--- config.mk ---
export PLATFORM = sky130hd
export DESIGN_NAME = mmcm_drp_ctrl
export DESIGN_NICKNAME = d
export VERILOG_FILES = /design/src/rtl/mmcm_drp_ctrl.sv
export SDC_FILE = /design/constraint.sdc
export NUM_CORES = 1
export LEC_CHECK = 0
export ABC_AREA = 1
export CORE_MARGIN = 2
export CORE_UTILIZATION = 35
export CTS_BUF_LIST = sky130_fd_sc_hd__clkbuf_2 sky130_fd_sc_hd__clkbuf_4 sky130_fd_sc_hd__clkbuf_8
export DETAILED_ROUTE_END_ITERATION = 7
export SLEW_MARGIN = 40
export SYNTH_ARGS = -nofsm -noshare
export SYNTH_HDL_FRONTEND = slang
export SYNTH_SLANG_ARGS = --single-unit
--- constraint.sdc ---
create_clock -name SYSCLK -period 2.3 [get_ports SYSCLK]
set_clock_uncertainty 0.1 [all_clocks]
set_input_delay 0.69 -clock SYSCLK [delete_from_list [all_inputs] [get_ports SYSCLK]]
set_output_delay 0.69 -clock SYSCLK [all_outputs]
set_load 0.05 [all_outputs]
--- src/rtl/mmcm_drp_ctrl.sv ---
// mmcm_drp_ctrl: reprograms an MMCME2_ADV over DRP to one of four
// pixel-clock modes, then waits for the MMCM to relock.
module mmcm_drp_ctrl #(
    parameter int LOCK_TIMEOUT = 1048576,
    parameter int DRDY_TIMEOUT = 255
) (
    input  logic        SYSCLK,
    input  logic        ARESETN,
    input  logic        START,
    input  logic [1:0]  MODE_SEL,
    output logic [6:0]  DADDR,
    output logic [15:0] DI,
    output logic        DEN,
    output logic        DWE,
    input  logic [15:0] DO,
    input  logic        DRDY,
    output logic        MMCM_RST,
    input  logic        LOCKED,
    output logic        BUSY,
    output logic        DONE,
    output logic        ERR
);
    localparam int LW = $clog2(LOCK_TIMEOUT + 1);
    localparam int DW = $clog2(DRDY_TIMEOUT + 1);
    localparam logic [LW-1:0] L_LAST = LW'(LOCK_TIMEOUT - 1);
    localparam logic [LW-1:0] L_MAX  = LW'(LOCK_TIMEOUT);
    localparam logic [DW-1:0] D_LAST = DW'(DRDY_TIMEOUT - 1);
    localparam logic [DW-1:0] D_MAX  = DW'(DRDY_TIMEOUT);

    typedef enum logic [3:0] {
        IDLE, RST_ON, RD, RD_WAIT, WR,
        WR_WAIT, NEXT, RST_OFF, LOCK_WAIT, FIN
    } state_t;

    function automatic logic [6:0] f_addr(input logic [3:0] i);
        case (i)
            4'd0:    f_addr = 7'h08;
            4'd1:    f_addr = 7'h09;
            4'd2:    f_addr = 7'h14;
            4'd3:    f_addr = 7'h15;
            4'd4:    f_addr = 7'h16;
            4'd5:    f_addr = 7'h18;
            4'd6:    f_addr = 7'h19;
            4'd7:    f_addr = 7'h1A;
            4'd8:    f_addr = 7'h4E;
            default: f_addr = 7'h4F;
        endcase
    endfunction

    function automatic logic [15:0] f_mask(input logic [3:0] i);
        case (i)
            4'd0, 4'd2:       f_mask = 16'h1000;
            4'd4:             f_mask = 16'hC000;
            4'd5:             f_mask = 16'hFC00;
            4'd8:             f_mask = 16'h66FF;
            4'd9:             f_mask = 16'h666F;
            default:          f_mask = 16'h8000;
        endcase
    endfunction

    // M/O dividers, D=5, lock counts and filter bits per mode
    function automatic logic [15:0] f_data(input logic [1:0] m,
                                           input logic [3:0] i);
        case (i)
            4'd0:    f_data = (m == 2'd2) ? 16'h01C8 :
                              (m == 2'd3) ? 16'h028A : 16'h030D;
            4'd1:    f_data = (m == 2'd3) ? 16'h0000 : 16'h0080;
            4'd2:    f_data = (m == 2'd0) ? 16'h030D :
                              (m == 2'd2) ? 16'h04D4 : 16'h0514;
            4'd3:    f_data = (m == 2'd0 || m == 2'd2) ? 16'h0080 : 16'h0000;
            4'd4:    f_data = 16'h2083;
            4'd5:    f_data = (m == 2'd0) ? 16'h0190 : 16'h00FA;
            4'd6:    f_data = 16'h7C01;
            4'd7:    f_data = 16'h7FE9;
            4'd8:    f_data = (m == 2'd0) ? 16'h1900 : 16'h0900;
            default: f_data = (m == 2'd0) ? 16'h8000 : 16'h9000;
        endcase
    endfunction

    state_t          r_state;
    state_t          w_nxt;
    logic [1:0]      r_mode;
    logic [3:0]      r_idx;
    logic [3:0]      w_idx;
    logic [DW-1:0]   r_dcnt;
    logic [LW-1:0]   r_lcnt;
    logic [1:0]      r_rdy;
    logic            r_lk_meta;
    logic            r_lk_sync;
    logic            w_accept;
    logic            w_set_err;
    logic            w_access;
    logic            r_den;
    logic            r_dwe;
    logic [6:0]      r_daddr;
    logic [15:0]     r_di;
    logic            r_mmcm_rst;
    logic            r_busy;
    logic            r_done;
    logic            r_err;

    always_comb begin
        w_nxt     = r_state;
        w_idx     = r_idx;
        w_accept  = 1'b0;
        w_set_err = 1'b0;
        unique case (r_state)
            IDLE: begin
                if (START && r_rdy[1]) begin
                    w_nxt    = RST_ON;
                    w_accept = 1'b1;
                end
            end
            RST_ON: begin
                w_nxt = RD;
                w_idx = 4'd0;
            end
            RD:      w_nxt = RD_WAIT;
            RD_WAIT: begin
                if (DRDY) begin
                    w_nxt = WR;
                end else if (r_dcnt == D_LAST) begin
                    w_nxt     = IDLE;
                    w_set_err = 1'b1;
                end
            end
            WR:      w_nxt = WR_WAIT;
            WR_WAIT: begin
                if (DRDY) begin
                    w_nxt = NEXT;
                end else if (r_dcnt == D_LAST) begin
                    w_nxt     = IDLE;
                    w_set_err = 1'b1;
                end
            end
            NEXT: begin
                if (r_idx < 4'd9) begin
                    w_nxt = RD;
                    w_idx = r_idx + 4'd1;
                end else begin
                    w_nxt = RST_OFF;
                end
            end
            RST_OFF: w_nxt = LOCK_WAIT;
            LOCK_WAIT: begin
                if (r_lk_sync) begin
                    w_nxt = FIN;
                end else if (r_lcnt == L_LAST) begin
                    w_nxt     = IDLE;
                    w_set_err = 1'b1;
                end
            end
            FIN:     w_nxt = IDLE;
            default: w_nxt = IDLE;
        endcase
        w_access = (w_nxt == RD) || (w_nxt == WR);
    end

    always_ff @(posedge SYSCLK or negedge ARESETN) begin
        if (!ARESETN) begin
            r_state    <= IDLE;
            r_mode     <= '0;
            r_idx      <= '0;
            r_dcnt     <= '0;
            r_lcnt     <= '0;
            r_rdy      <= '0;
            r_lk_meta  <= 1'b0;
            r_lk_sync  <= 1'b0;
            r_den      <= 1'b0;
            r_dwe      <= 1'b0;
            r_daddr    <= '0;
            r_di       <= '0;
            r_mmcm_rst <= 1'b0;
            r_busy     <= 1'b0;
            r_done     <= 1'b0;
            r_err      <= 1'b0;
        end else begin
            r_state   <= w_nxt;
            r_idx     <= w_idx;
            r_rdy     <= {r_rdy[0], 1'b1};
            r_lk_meta <= LOCKED;
            r_lk_sync <= r_lk_meta;
            if (w_accept) r_mode <= MODE_SEL;
            if (r_state == RD || r_state == WR)
                r_dcnt <= '0;
            else if ((r_state == RD_WAIT || r_state == WR_WAIT) && r_dcnt != D_MAX)
                r_dcnt <= r_dcnt + 1'b1;
            if (r_state == RST_OFF)
                r_lcnt <= '0;
            else if (r_state == LOCK_WAIT && r_lcnt != L_MAX)
                r_lcnt <= r_lcnt + 1'b1;
            // outputs follow the next state so they line up with it
            r_den   <= w_access;
            r_dwe   <= (w_nxt == WR);
            r_daddr <= w_access ? f_addr(w_idx) : '0;
            if (w_nxt == WR)
                r_di <= (DO & f_mask(r_idx)) | f_data(r_mode, r_idx);
            else
                r_di <= '0;
            r_mmcm_rst <= w_nxt inside {RST_ON, RD, RD_WAIT, WR, WR_WAIT, NEXT};
            r_busy     <= !(w_nxt inside {IDLE, FIN});
            r_done     <= (w_nxt == FIN);
            if (w_accept)
                r_err <= 1'b0;
            else if (w_set_err)
                r_err <= 1'b1;
        end
    end

    assign DEN      = r_den;
    assign DWE      = r_dwe;
    assign DADDR    = r_daddr;
    assign DI       = r_di;
    assign MMCM_RST = r_mmcm_rst;
    assign BUSY     = r_busy;
    assign DONE     = r_done;
    assign ERR      = r_err;

endmodule

Word level (Yosys, flattened, before mapping):

Memories as Yosys holds them, arrays and structs flattened.
Cells that the tools add are included.

* bitwise logic cells: 2
* $add $sub $neg: 3
* multiplexer cells: 38
* reduce and logical (&&, ||, !) cells: 19
* eq/ne operators: 30
* magnitude comparators: 1

Operators by type and width (count)
* $pmux 16 s9: 1
* $pmux 16 s5: 1
* $mux 16: 3
* $eq 4x3->1 const B: 11
* $mux 21: 2
* $pmux 4 s9: 1
* $mux 8: 4
* $mux 4: 7
* $mux 9: 3
* $mux 13: 2
* $eq 4x2->1 const B: 6
* $add 21x1->21 const B: 1
* $eq 21x20->1 const B: 1
* $ne 21x21->1 const B: 1
* $and 16x16->16: 1
* $eq 4x4->1 const B: 4
* $or 16x16->16: 1
* $eq 4x1->1 const B: 3
* $logic_not 4->1: 3
* $mux 11: 1
* $mux 10: 1
* $add 8x1->8 const B: 1
* $eq 8x8->1 const B: 1
* $mux 1: 8
* other kinds (15): 25

* memories kept: 1
* logic and storage cells: 110
* flip-flop bits (word level): 72
* bits of input ports: 23
* ROM bits: 96
* output and inout bits: 29

Memories
* (no name shown): depth 16, width 6, rd ports 1, clocked after Yosys merged registers in 0, wr ports 0, line 36 `case (i)`

Depth between registers and ports, before layout:

Gate-level depths: netlist of the first run.

* depth after elaboration: 9
* mapped depth: 14
* mapped depth without buffers: 14

Worst setup path after synthesis of the first run:

Ideal clock, no wire load.

* path type: reg-to-reg
* start point: reg r_idx[0]
* end point: reg r_daddr[1], in the netlist DADDR[1]
* arrival: 1.800 ns
* path slack: 0.328 ns
* required time: 2.129 ns
* library setup time: 0.071 ns
* period minus slack after synthesis: 1.972 ns
* path buffers: 0
* cell stages (with the launch flop): 13
* cells stage by stage: dfrtp_1 > inv_1 > ha_1 > a21oi_1 > nand2_1 > nand2_1 > nand2_1 > o21ai_2 > inv_1 > ha_1 > nor2_1 > nor2_1 > nor2_1

* elaborated cells between the ends (all ways): 11
* those cells by class: 1 x add/sub; 1 x order compare; 2 x eq/ne; 5 x mux; 1 x reduce/logical; 1 x memory

RTL lines
* start: declaration: line 83 `logic [3:0] r_idx;`
* start signal: assignment: line 179 `r_idx <= w_idx;`
* $add 4x1->4 / $lt 4x4->1 (equally long branches): line 139, 137
* $mux 4: line 137 `if (r_idx < 4'd9) begin`
* $pmux 4 s2 *: line 107 `unique case (r_state)`
* via w_idx[0]: line 84 `logic [3:0] w_idx;`
* $mem_v2 16x6 *
* $mux 7 *: line 195 `r_daddr <= w_access ? f_addr(w_idx) : '0;`
* end signal: assignment: line 195
* end: declaration: line 95 `logic [6:0] r_daddr;`

Mark *: on every way through the listed nets, which the timed path passes. The rest lies on a longest branch.
A chain may end at the register's enable or synchronous reset.

Worst setup path in the final report of the first run:

* start point: reg r_idx[1]
* end point: reg r_daddr[1], in the netlist DADDR[1]

* elaborated cells between the ends (all ways): 11
* those cells by class: 1 x add/sub; 1 x order compare; 2 x eq/ne; 5 x mux; 1 x reduce/logical; 1 x memory

RTL lines (line)
* $lt 4x4->1: 137
* $mux 4: 137
* $pmux 4 s2: 107
* via w_idx[0]: 84
* $mem_v2 16x6
* $mux 7: 195

The timed path passes the listed nets, and every way through them passes these cells.

==> metrics.md, run 1 <==
| Metric | Value |
|---|---|
| FP Rows | 38 |
| Area leader, netlist | dfrtp_1 |
| Syn_nets | 569 |
| Fmax | slightly below 500 MHz |
| Distinct cells, synth | 34 |
| Worst Path Arrival | ~2.3 ns |
| CTS buffer count | 9 |
| CP Cell Sequence | inv_1, ha_1, a21oi_2, nand2_1, nand2_1, nand2_1, o21ai_2, inv_1, ha_1, nor2_1, nor2_1, nor2_1 |
| Final Hold Vio Count | 0 |
| Worst-margin pin slew | just over 0.5 ns |
| Area growth syn-to-layout | 24.9% |
| Gpl congestion | ~0.9 |
| # diodes | 0 |
| Share of layout cells above drive strength 1 | 0.0829 |
| Hold crit path type | input port to async pin |
| Final Max Tran Viols | 0 |
| Post-DP HPWL | ~7000 um |
| Setup violators final | 0 |
| Status | finished clean |
| Routed WL | 9770 um |
| Starting Density | 0.362 |
| Die X | approximately 110 um |
| Tcrit/Tclk final | 0.905 |
| Synth Cell Area | roughly 4000 um^2 |
| Syn Area/Cell | approximately 7.4 um^2 |
| GRT Residual Overflow | 0 |
| Crit path required time | around 2.5 ns |
| Tmin final | between 2 and 2.5 ns |
| #FFs+latches synth | 71 |
| Peak VDD IR | just over 0.5 mV |
| CTS tree | yes |
| DRC viols | 0 |
| Router iterations before antenna repair | 5 |
| H-tree levels | 3 |
| Clock Latency Late Sink | 0.37 ns |
| Synth top area share | 0.449 |
| Clock slew at reported path FFs | around 0.080 ns |
| Commonest non-fill, non-tap cell in the layout | nand2_1 |
| Seq/Total Area, Yosys | 0.449 |
| Boundary Pins | between 50 and 60 |
| Initial antenna violation count | 0 |
| Crit-path max FO | 5 |
| Critical path endpoint category | flip-flop |
| Cell count after synthesis | roughly 540 |
| Synth warn | 0 |
| MaxCap Viol Count | 0 |
| Startpoint Class | flip-flop |
| Post-layout util | 0.451 |
| Worst path slowest cell | dfrtp_2 |
| Vias per cell | 5.03 |
| Total negative slack | 0 ns |
| Vias in the first global route | 3,615 |
| WS Path Type | flip-flop to flip-flop |
| Hold WS | 0.223 ns |
| Sink Count | 71 |
| DR vias | around 3.7k |
| Largest net degree at the start of global routing | roughly 70 |
| Global Route Usage Sum | 0.177 |
| Buffers on Ports | about 50 |
| DIE HEIGHT | between 100 and 150 um |
| RSZ-0062 raised after global routing | no |
| Leak | roughly 2.6 nW |
| Slew headroom | 0.657 |
| Hold buffer count at cts | 0 |
| Clock root buffer | clkbuf_8 |
| First-pass GRT wire length | 16,400 um |
| CP max stage delay | ~0.4 ns |
| Tot Pwr | around 4.5 mW |
| Synth area leaders | dfrtp_1, nand2_1, inv_1 |
| Deepest clock path buffer count | 2 |
| Antenna-violating nets left | 0 |
| Core Area | ~11,000 um^2 |
| Most frequent cells in the layout | nand2_1, inv_1, dfrtp_1 |
| WL/cell | between 10 and 15 um |
| Initial drt markers | 176 |
| PwrDens | 919 nW/um^2 |
| Nets | 632 |
| Die ar. | 12,200 um^2 |
[repair_timing]
action                                  4_1_cts  5_1_grt
gates resized for setup                      14       11
hold endpoints to repair                      0        0
endpoints found under the setup margin       14       13
buffers inserted                              0        0
[final timing paths]
check | startpoint | end | slack (ns) | cells past startpoint
max | r_idx[1]$_DFF_PN0_ | DADDR[1]$_DFF_PN0_ | 0.22 | 12
min | ARESETN | DI[13]$_DFF_PN0_ | 0.22 | 2
max reg2reg | r_idx[1]$_DFF_PN0_ | DADDR[1]$_DFF_PN0_ | 0.22 | 12
min reg2reg | r_rdy[0]$_DFF_PN0_ | r_rdy[1]$_DFF_PN0_ | 0.25 | 0
max in group asynchronous | ARESETN | r_idx[1]$_DFF_PN0_ | 1.52 | 2
min in group SYSCLK | r_rdy[0]$_DFF_PN0_ | r_rdy[1]$_DFF_PN0_ | 0.25 | 0
[Yosys cell counts (all sizes together)]
library cell / instances
nand3: 37
nor4: 1
o31ai: 2
nor3b: 1
o22ai: 2
a21oi: 17
clkbuf: 1
o21ai: 45
a41oi: 2
ha: 11
nand4: 20
buf: 6
dfrtp: 71
nor2: 70
a21boi: 1
xor2: 5
or2: 2
nor3: 13
inv: 84
nand2: 134
a2111oi: 1
clkinv: 1
a211oi: 1
a31oi: 5
conb: 2
[registers in the layout, summed over array words and instances (netlist names)]
| name | count |
|---|---|
| DI | 16 |
| r_state | 4 |
| ERR | 1 |
| DWE | 1 |
| r_lk_meta | 1 |
| r_mode | 2 |
| r_lcnt | 21 |
| r_dcnt | 8 |
| MMCM_RST | 1 |
| r_rdy | 2 |
| DEN | 1 |
| DADDR | 6 |
| BUSY | 1 |
| DONE | 1 |
| r_idx | 4 |
| r_lk_sync | 1 |
[metal layers]
metal,track usage,routed length (um)
met2,0.287,4620
met4,0.0563,131
met3,0.0641,628
met1,0.221,4400
met5,0,0
[cell families after synthesis]
| family | share of synthesized area |
|---|---|
| compound gates | 0.109 |
| xor+xnor | 0.0111 |
| fa+ha+maj | 0.0348 |
| buf+inv | 0.0899 |
| flops | 0.449 |
| other cells | 0.00190 |
| simple gates | 0.303 |
[power by group]
group,internal (mW),switching (mW),leakage [nW],total (mW)
clock,0.874,0.496,0.137,1.37
sequential,1.41,0.104,0.961,1.52
combinational,0.497,1.15,1.48,1.65
total,2.78,1.75,2.58,4.54
[layout make-up]
class,instances,area (um^2)
Sequential cell,71,1780
Tap cell,140,175
Clock inverter,5,129
Timing Repair Buffer,59,566
Inverter,85,319
Fill cell,1098,6000
Clock buffer,11,145
Multi-Input combinational cell,372,1830
[per-stage QoR]
stage | area [um^2] | instances | setup WS, ns
after floorplan | 3950 | 535 | 0.328
after global placement | 4650 | 727 | 0.128
after detailed placement | 4650 | 727 | 0.132
after CTS | 4910 | 743 | 0.000127
after global routing | 4940 | 743 | 0.0203
final | 4940 | 743 | 0.219
[critical path: cells and delay by family (launching register included)]
kind	cells	cell delay, ns
compound gates	2	0.29
fa+ha+maj	2	0.49
buf+inv	2	0.17
flops	1	0.40
simple gates	6	0.55
Power figures use the tool's default switching activity.
==> run 2: changes to the inputs <==
CELL_PAD_IN_SITES_DETAIL_PLACEMENT = 1   (was unset)
CELL_PAD_IN_SITES_GLOBAL_PLACEMENT = 2   (was unset)
CORE_UTILIZATION = 33   (was 35)
PLACE_DENSITY_LB_ADDON = 0.1   (was unset)
==> run 2 against run 1 <==
Compared with the run above:
- cell count grew 0.81%
- total power fell by 3.3%
- clock power fell by 14%
- design area about the same
==> metrics.md, run 2 (synthesis gave the netlist of run 1 again) <==
| Metric | Value |
|---|---|
| GRT Residual Overflow | 0 |
| Sequential Area | around 1800 um^2 |
| Die X | between 100 and 150 um |
| Fmax | about 470 MHz |
| Setup violators final | 0 |
| Critical R2R Launch | r_idx[1]$_DFF_PN0_ |
| DR vias | ~3.7k |
| CTS tree | yes |
| Clock root buffer | clkbuf_8 |
| Share of layout cells above drive strength 1 | 0.0842 |
| Most frequent cells in the layout | nand2_1, inv_1, dfrtp_1 |
| Max reg flops | 21 |
| MaxCap Viol Count | 0 |
| Fill cells | approximately 1.4k |
| Largest reg by FF count | r_lcnt |
| # diodes | 0 |
| Hold buffer count at cts | 0 |
| Router iterations before antenna repair | 4 |
| Design Area, Final | about 4900 um^2 |
| Final Hold Vio Count | 0 |
| Peak VDD IR | around 0.39 mV |
| Hold crit path type | input port to async pin |
| Vias in the first global route | around 3.8k |
| Starting Density | 0.342 |
| Commonest non-fill, non-tap cell in the layout | nand2_1 |
| Status | finished clean |
| Tmin final | 2.11 ns |
| Clock Latency Late Sink | around 0.37 ns |
| WL/cell | roughly 15 um |
| Critical path endpoint category | flip-flop |
| Antenna-violating nets left | 0 |
| H-tree levels | 3 |
| Boundary Pins | 52 |
| Crit-path max FO | 5 |
| Area occupied by multi-input gates | approximately 1800 um^2 |
| Global Route Usage Sum | 0.191 |
| Worst path slowest cell | dfrtp_2 |
| R2R depth | 11 |
| Routed WL | between 10,000 and 15,000 um |
| Tcrit/Tclk final | 0.916 |
| Startpoint Class | flip-flop |
| CP max stage delay | around 0.46 ns |
| RSZ-0062 raised after global routing | yes |
| Gpl congestion | between 0.8 and 0.9 |
| Deepest clock path buffer count | 2 |
| Core Area | between 10,000 and 15,000 um^2 |
| Worst Path Arrival | between 2 and 2.5 ns |
| Slew headroom | 0.655 |
| Flop2flop setup slack | just under 0.2 ns |
| Crit path required time | 2.50 ns |
| Buffers on Ports | between 40 and 50 |
| CP Cell Sequence | inv_2, ha_1, a21oi_2, buf_4, or2_4, o21ai_4, inv_1, ha_1, nor2_1, nor2_1, nor2_1 |
| FP Rows | 39 |
| First-pass GRT wire length | ~19,000 um |
| Initial drt markers | about 150 |
| Die ar. | around 13,000 um^2 |
| Area growth syn-to-layout | 24.8% |
| Placed standard-cell area | about 4700 um^2 |
| Initial antenna violation count | 0 |
| Clock slew at reported path FFs | ~0.08 ns |
| CP delay by family, top | simple AND/OR/NAND/NOR gates |
| Leak | approximately 2.6 nW |
| CP most frequent cell | nor2_1 |
| Tot Pwr | ~4.4 mW |
| Final Max Tran Viols | 0 |
| Nets | between 600 and 700 |
| WS Path Type | flip-flop to flip-flop |
| Reg2Reg Capture Point | DADDR[1]$_DFF_PN0_ |
| DRC viols | 0 |
| Buf+Inv Stages, Crit Path | 3 |
| Vias per cell | 4.91 |
| Post-DP HPWL | ~9000 um |
| CTS buffer count | 9 |
| PwrDens | between 800 and 900 nW/um^2 |
| DIE HEIGHT | roughly 110 um |
| Largest net degree at the start of global routing | 31 |
| Sink Count | between 70 and 80 |
| Worst-margin pin slew | between 0.5 and 0.6 ns |
[run 2: cell count changes in the layout (fill, tap and decap cells not counted)]
cell / delta
o21ai_2: -1
bufinv_16: -2
buf_2: -1
clkinv_4: -1
o21ai_4: +1
buf_4: +1
clkbuf_8: +1
dlygate4sd2_1: +3
clkbuf_4: +1
inv_1: -1
inv_2: +1
clkinv_2: +1
[run 2: how the worst max path moves through the flow]
stage | startpoint | depth (start not counted) | endpoint | slack [ns]
finish | r_idx[1]$_DFF_PN0_ | 11 | DADDR[1]$_DFF_PN0_ | 0.19
floorplan | r_idx[0]$_DFF_PN0_ | 12 | DADDR[1]$_DFF_PN0_ | 0.33
CTS | DADDR[4]$_DFF_PN0_ | 1 | DADDR[4] | 0.0002
global route | r_idx[1]$_DFF_PN0_ | 11 | DADDR[1]$_DFF_PN0_ | -0.03
global placement | START | 10 | MMCM_RST$_DFF_PN0_ | 0.13
detailed placement | r_idx[1]$_DFF_PN0_ | 12 | DADDR[1]$_DFF_PN0_ | 0.06
[run 2: repair_timing]
item	CTS	global route
pin swaps	0	1
setup buffers	0	2
setup endpoints to repair	17	13
resized for setup	17	13
[run 2: power breakdown]
group	internal, mW	switching (mW)
sequential	1.41	0.112
combinational	0.493	1.19
clock	0.693	0.485
[run 2: routing by layer]
metal	GRT usage	routed length [um]	up-vias	share of wire
li1	-	-	1849	-
met1	0.262	5520	1759	0.48
met2	0.303	5330	51	0.47
met3	0.0409	390	18	0.034
met4	0.0634	188	0	0.016
met5	0	0	-	0
[run 2: worst reg2reg max path: stages (launching register included)]
cell	delay (ns)
dfrtp_2	0.46
inv_2	0.09
ha_1	0.16
a21oi_2	0.07
buf_4	0.14
or2_4	0.27
o21ai_4	0.19
inv_1	0.07
ha_1	0.27
nor2_1	0.10
nor2_1	0.05
nor2_1	0.09
[run 2: cell type report]
type                       count  share of cell area
multi-input combinational    372               0.371
sequential                    71               0.360
timing repair buffer          62               0.120
inverter                      85              0.0647
tap                          143              0.0363
clock buffer                  13              0.0337
clock inverter                 3              0.0132
[run 2: per-stage QoR]
step	setup slack, ns	utilization	TNS [ns]	hold slack [ns]	cells
after detailed placement	0.0646	0.404	0	0.242	731
after floorplan	0.328	-	0	0.231	535
after CTS	0.000246	0.422	0	0.123	747
after global placement	0.131	0.404	0	0.238	731
after global routing	-0.0266	0.427	-0.0266	0.129	749
final	0.192	0.427	0	0.119	749
==> run 3: changes to the inputs <==
CORE_ASPECT_RATIO = 0.8   (was unset)
CTS_CLUSTER_SIZE = 10   (was unset)
==> run 3 against run 2 <==
Compared with the run above:
- clock power fell by 3%
- critical path depth fell by 10
- core utilization fell by 0.21 points
- die area barely moved
- total power fell by 0.12%
- worst setup slack got worse by 0.16 ns
- sequential share of layout area barely moved
- worst hold slack improved by 0.051 ns
- maximum frequency fell by 7.0%
- first-iteration DRC count fell by 34%
- critical path type is now flip-flop to output pin
- critical endpoint is now DI[9]
- largest cell class unchanged
- largest power group unchanged
==> metrics.md, run 3 (synthesis gave the netlist of run 1 again) <==
| Metric | Value |
|---|---|
| Clock slew at reported path FFs | 0.08 ns |
| Vias in the first global route | 3,847 |
| Total negative slack | 0 ns |
| Buf+Inv Stages, Crit Path | 1 |
| Most frequent cells in the layout | nand2_1, inv_1, dfrtp_1 |
| Antenna-violating nets left | 0 |
| Fill cells | 1,453 |
| Largest net degree at the start of global routing | 35 |
| Die ar. | roughly 13,000 um^2 |
| Clock Latency Late Sink | ~0.36 ns |
| Hold crit path type | input port to async pin |
| Final Hold Vio Count | 0 |
| Placed standard-cell area | about 4700 um^2 |
| # diodes | 0 |
| Peak VDD IR | about 0.44 mV |
| Nets | 636 |
| Fmax | around 440 MHz |
| Tot Pwr | around 4.4 mW |
| WL/cell | 15.5 um |
| WS Path Type | flip-flop to output pin |
| DRC viols | 0 |
| Buffers on Ports | 49 |
| Pre-CTS WS | approximately 0.09 ns |
| Crit path required time | 1.51 ns |
| DIE HEIGHT | about 100 um |
| Final Max Tran Viols | 0 |
| Worst setup margin | 0.0340 ns |
| Starting Density | 0.341 |
| CTS buffer count | 9 |
| Area growth syn-to-layout | 24.6% |
| Die X | about 130 um |
| First-pass GRT wire length | a little under 20,000 um |
| Crit-path max FO | 1 |
| GRT Residual Overflow | 0 |
| CP Cell Sequence | clkdlybuf4s50_1 |
| Global Route Usage Sum | 0.195 |
| Initial drt markers | 99 |
| Setup bufs post-CTS | 0 |
| Tmin final | 2.27 ns |
| Status | finished clean |
| Design Area, Final | between 4000 and 5000 um^2 |
| Post-DP HPWL | a little over 9000 um |
| Commonest non-fill, non-tap cell in the layout | nand2_1 |
| Setup violators final | 0 |
| Boundary Pins | 52 |
| Initial antenna violation count | 0 |
| DR vias | roughly 3.7k |
| RSZ-0062 raised after global routing | no |
| H-tree levels | 3 |
| PwrDens | around 890 nW/um^2 |
| Startpoint Class | flip-flop |
| Hold WS | approximately 0.17 ns |
| Clock root buffer | clkbuf_8 |
| CP max stage delay | roughly 0.80 ns |
| Leak | 2.50 nW |
| Router iterations before antenna repair | 4 |
| Worst Path Arrival | around 1.5 ns |
| MaxCap Viol Count | 0 |
| Slew headroom | 0.658 |
| Vias per cell | 4.91 |
| Flop2flop setup slack | ~0.23 ns |
| Deepest clock path buffer count | 2 |
| Critical path endpoint category | output pin |
| Core Area | about 12,000 um^2 |
| Share of layout cells above drive strength 1 | 0.0840 |
| CP delay by family, top | buffers and inverters |
| CTS tree | yes |
| Gpl congestion | roughly 0.84 |
| Worst-margin pin slew | 0.513 ns |
| Sink Count | between 70 and 80 |
| Tcrit/Tclk final | 0.985 |
| Max reg flops | 21 |
| Routed WL | approximately 12,000 um |
| Worst path slowest cell | clkdlybuf4s50_1 |
| Largest reg by FF count | r_lcnt |
| FP Rows | 35 |
==> run 3: changes by cell type in the layout (fill, tap and decap cells not counted), sizes merged <==
cell           before  now
clkbuf             13    9
clkdlybuf4s50      20   23
dlymetal6s2s        9    6
clkinv              2    4
buf                16   17
clkinvlp            0    1
inv                84   85
==> run 3: per-stage QoR <==
stage | utilization | instances
after floorplan | - | 535
after global placement | 0.405 | 739
after detailed placement | 0.405 | 739
after CTS | 0.422 | 755
after global routing | 0.425 | 755
final | 0.425 | 755
==> run 3: where the power goes <==
group          switching [mW]  internal (mW)  total (mW)  leakage (nW)
Sequential              0.114           1.41        1.52         0.962
Combinational            1.21          0.506        1.71          1.43
Clock                   0.530          0.613        1.14         0.110
==> run 3: final timing paths <==
path | startpoint | to | depth (start not counted)
worst max-delay path | DI[9]$_DFF_PN0_ | DI[9] | 1
worst min register to register | r_rdy[0]$_DFF_PN0_ | r_rdy[1]$_DFF_PN0_ | 0
worst min-delay path | ARESETN | r_dcnt[2]$_DFFE_PN0P_ | 1
max in group asynchronous | ARESETN | r_lcnt[1]$_DFFE_PN0P_ | 2
worst max register to register | r_state[3]$_DFF_PN0_ | DADDR[1]$_DFF_PN0_ | 11
min in group SYSCLK | r_rdy[0]$_DFF_PN0_ | r_rdy[1]$_DFF_PN0_ | 0
==> run 3: layout make-up <==
type / count / area (um^2) / area share
sequential: 71 / 1780 / 0.361
tap: 148 / 185 / 0.0376
clock inverter: 7 / 95.1 / 0.0193
inverter: 85 / 319 / 0.0648
multi-input combinational: 372 / 1830 / 0.372
timing repair buffer: 63 / 594 / 0.121
clock buffer: 9 / 124 / 0.0251
==> run 3: repair_timing <==
item	4_1_cts	5_1_grt
hold buffers	0	0
cloned	0	0
hold endpoints to repair	0	0
endpoints found under the setup margin	17	12
pin swaps	0	1
gates resized for setup	17	9
==> run 3: metal layers <==
layer  track usage  wire length [um]
met1         0.288              6360
met2         0.293              4930
met3        0.0408               340
met4        0.0507                97
met5             0                 0
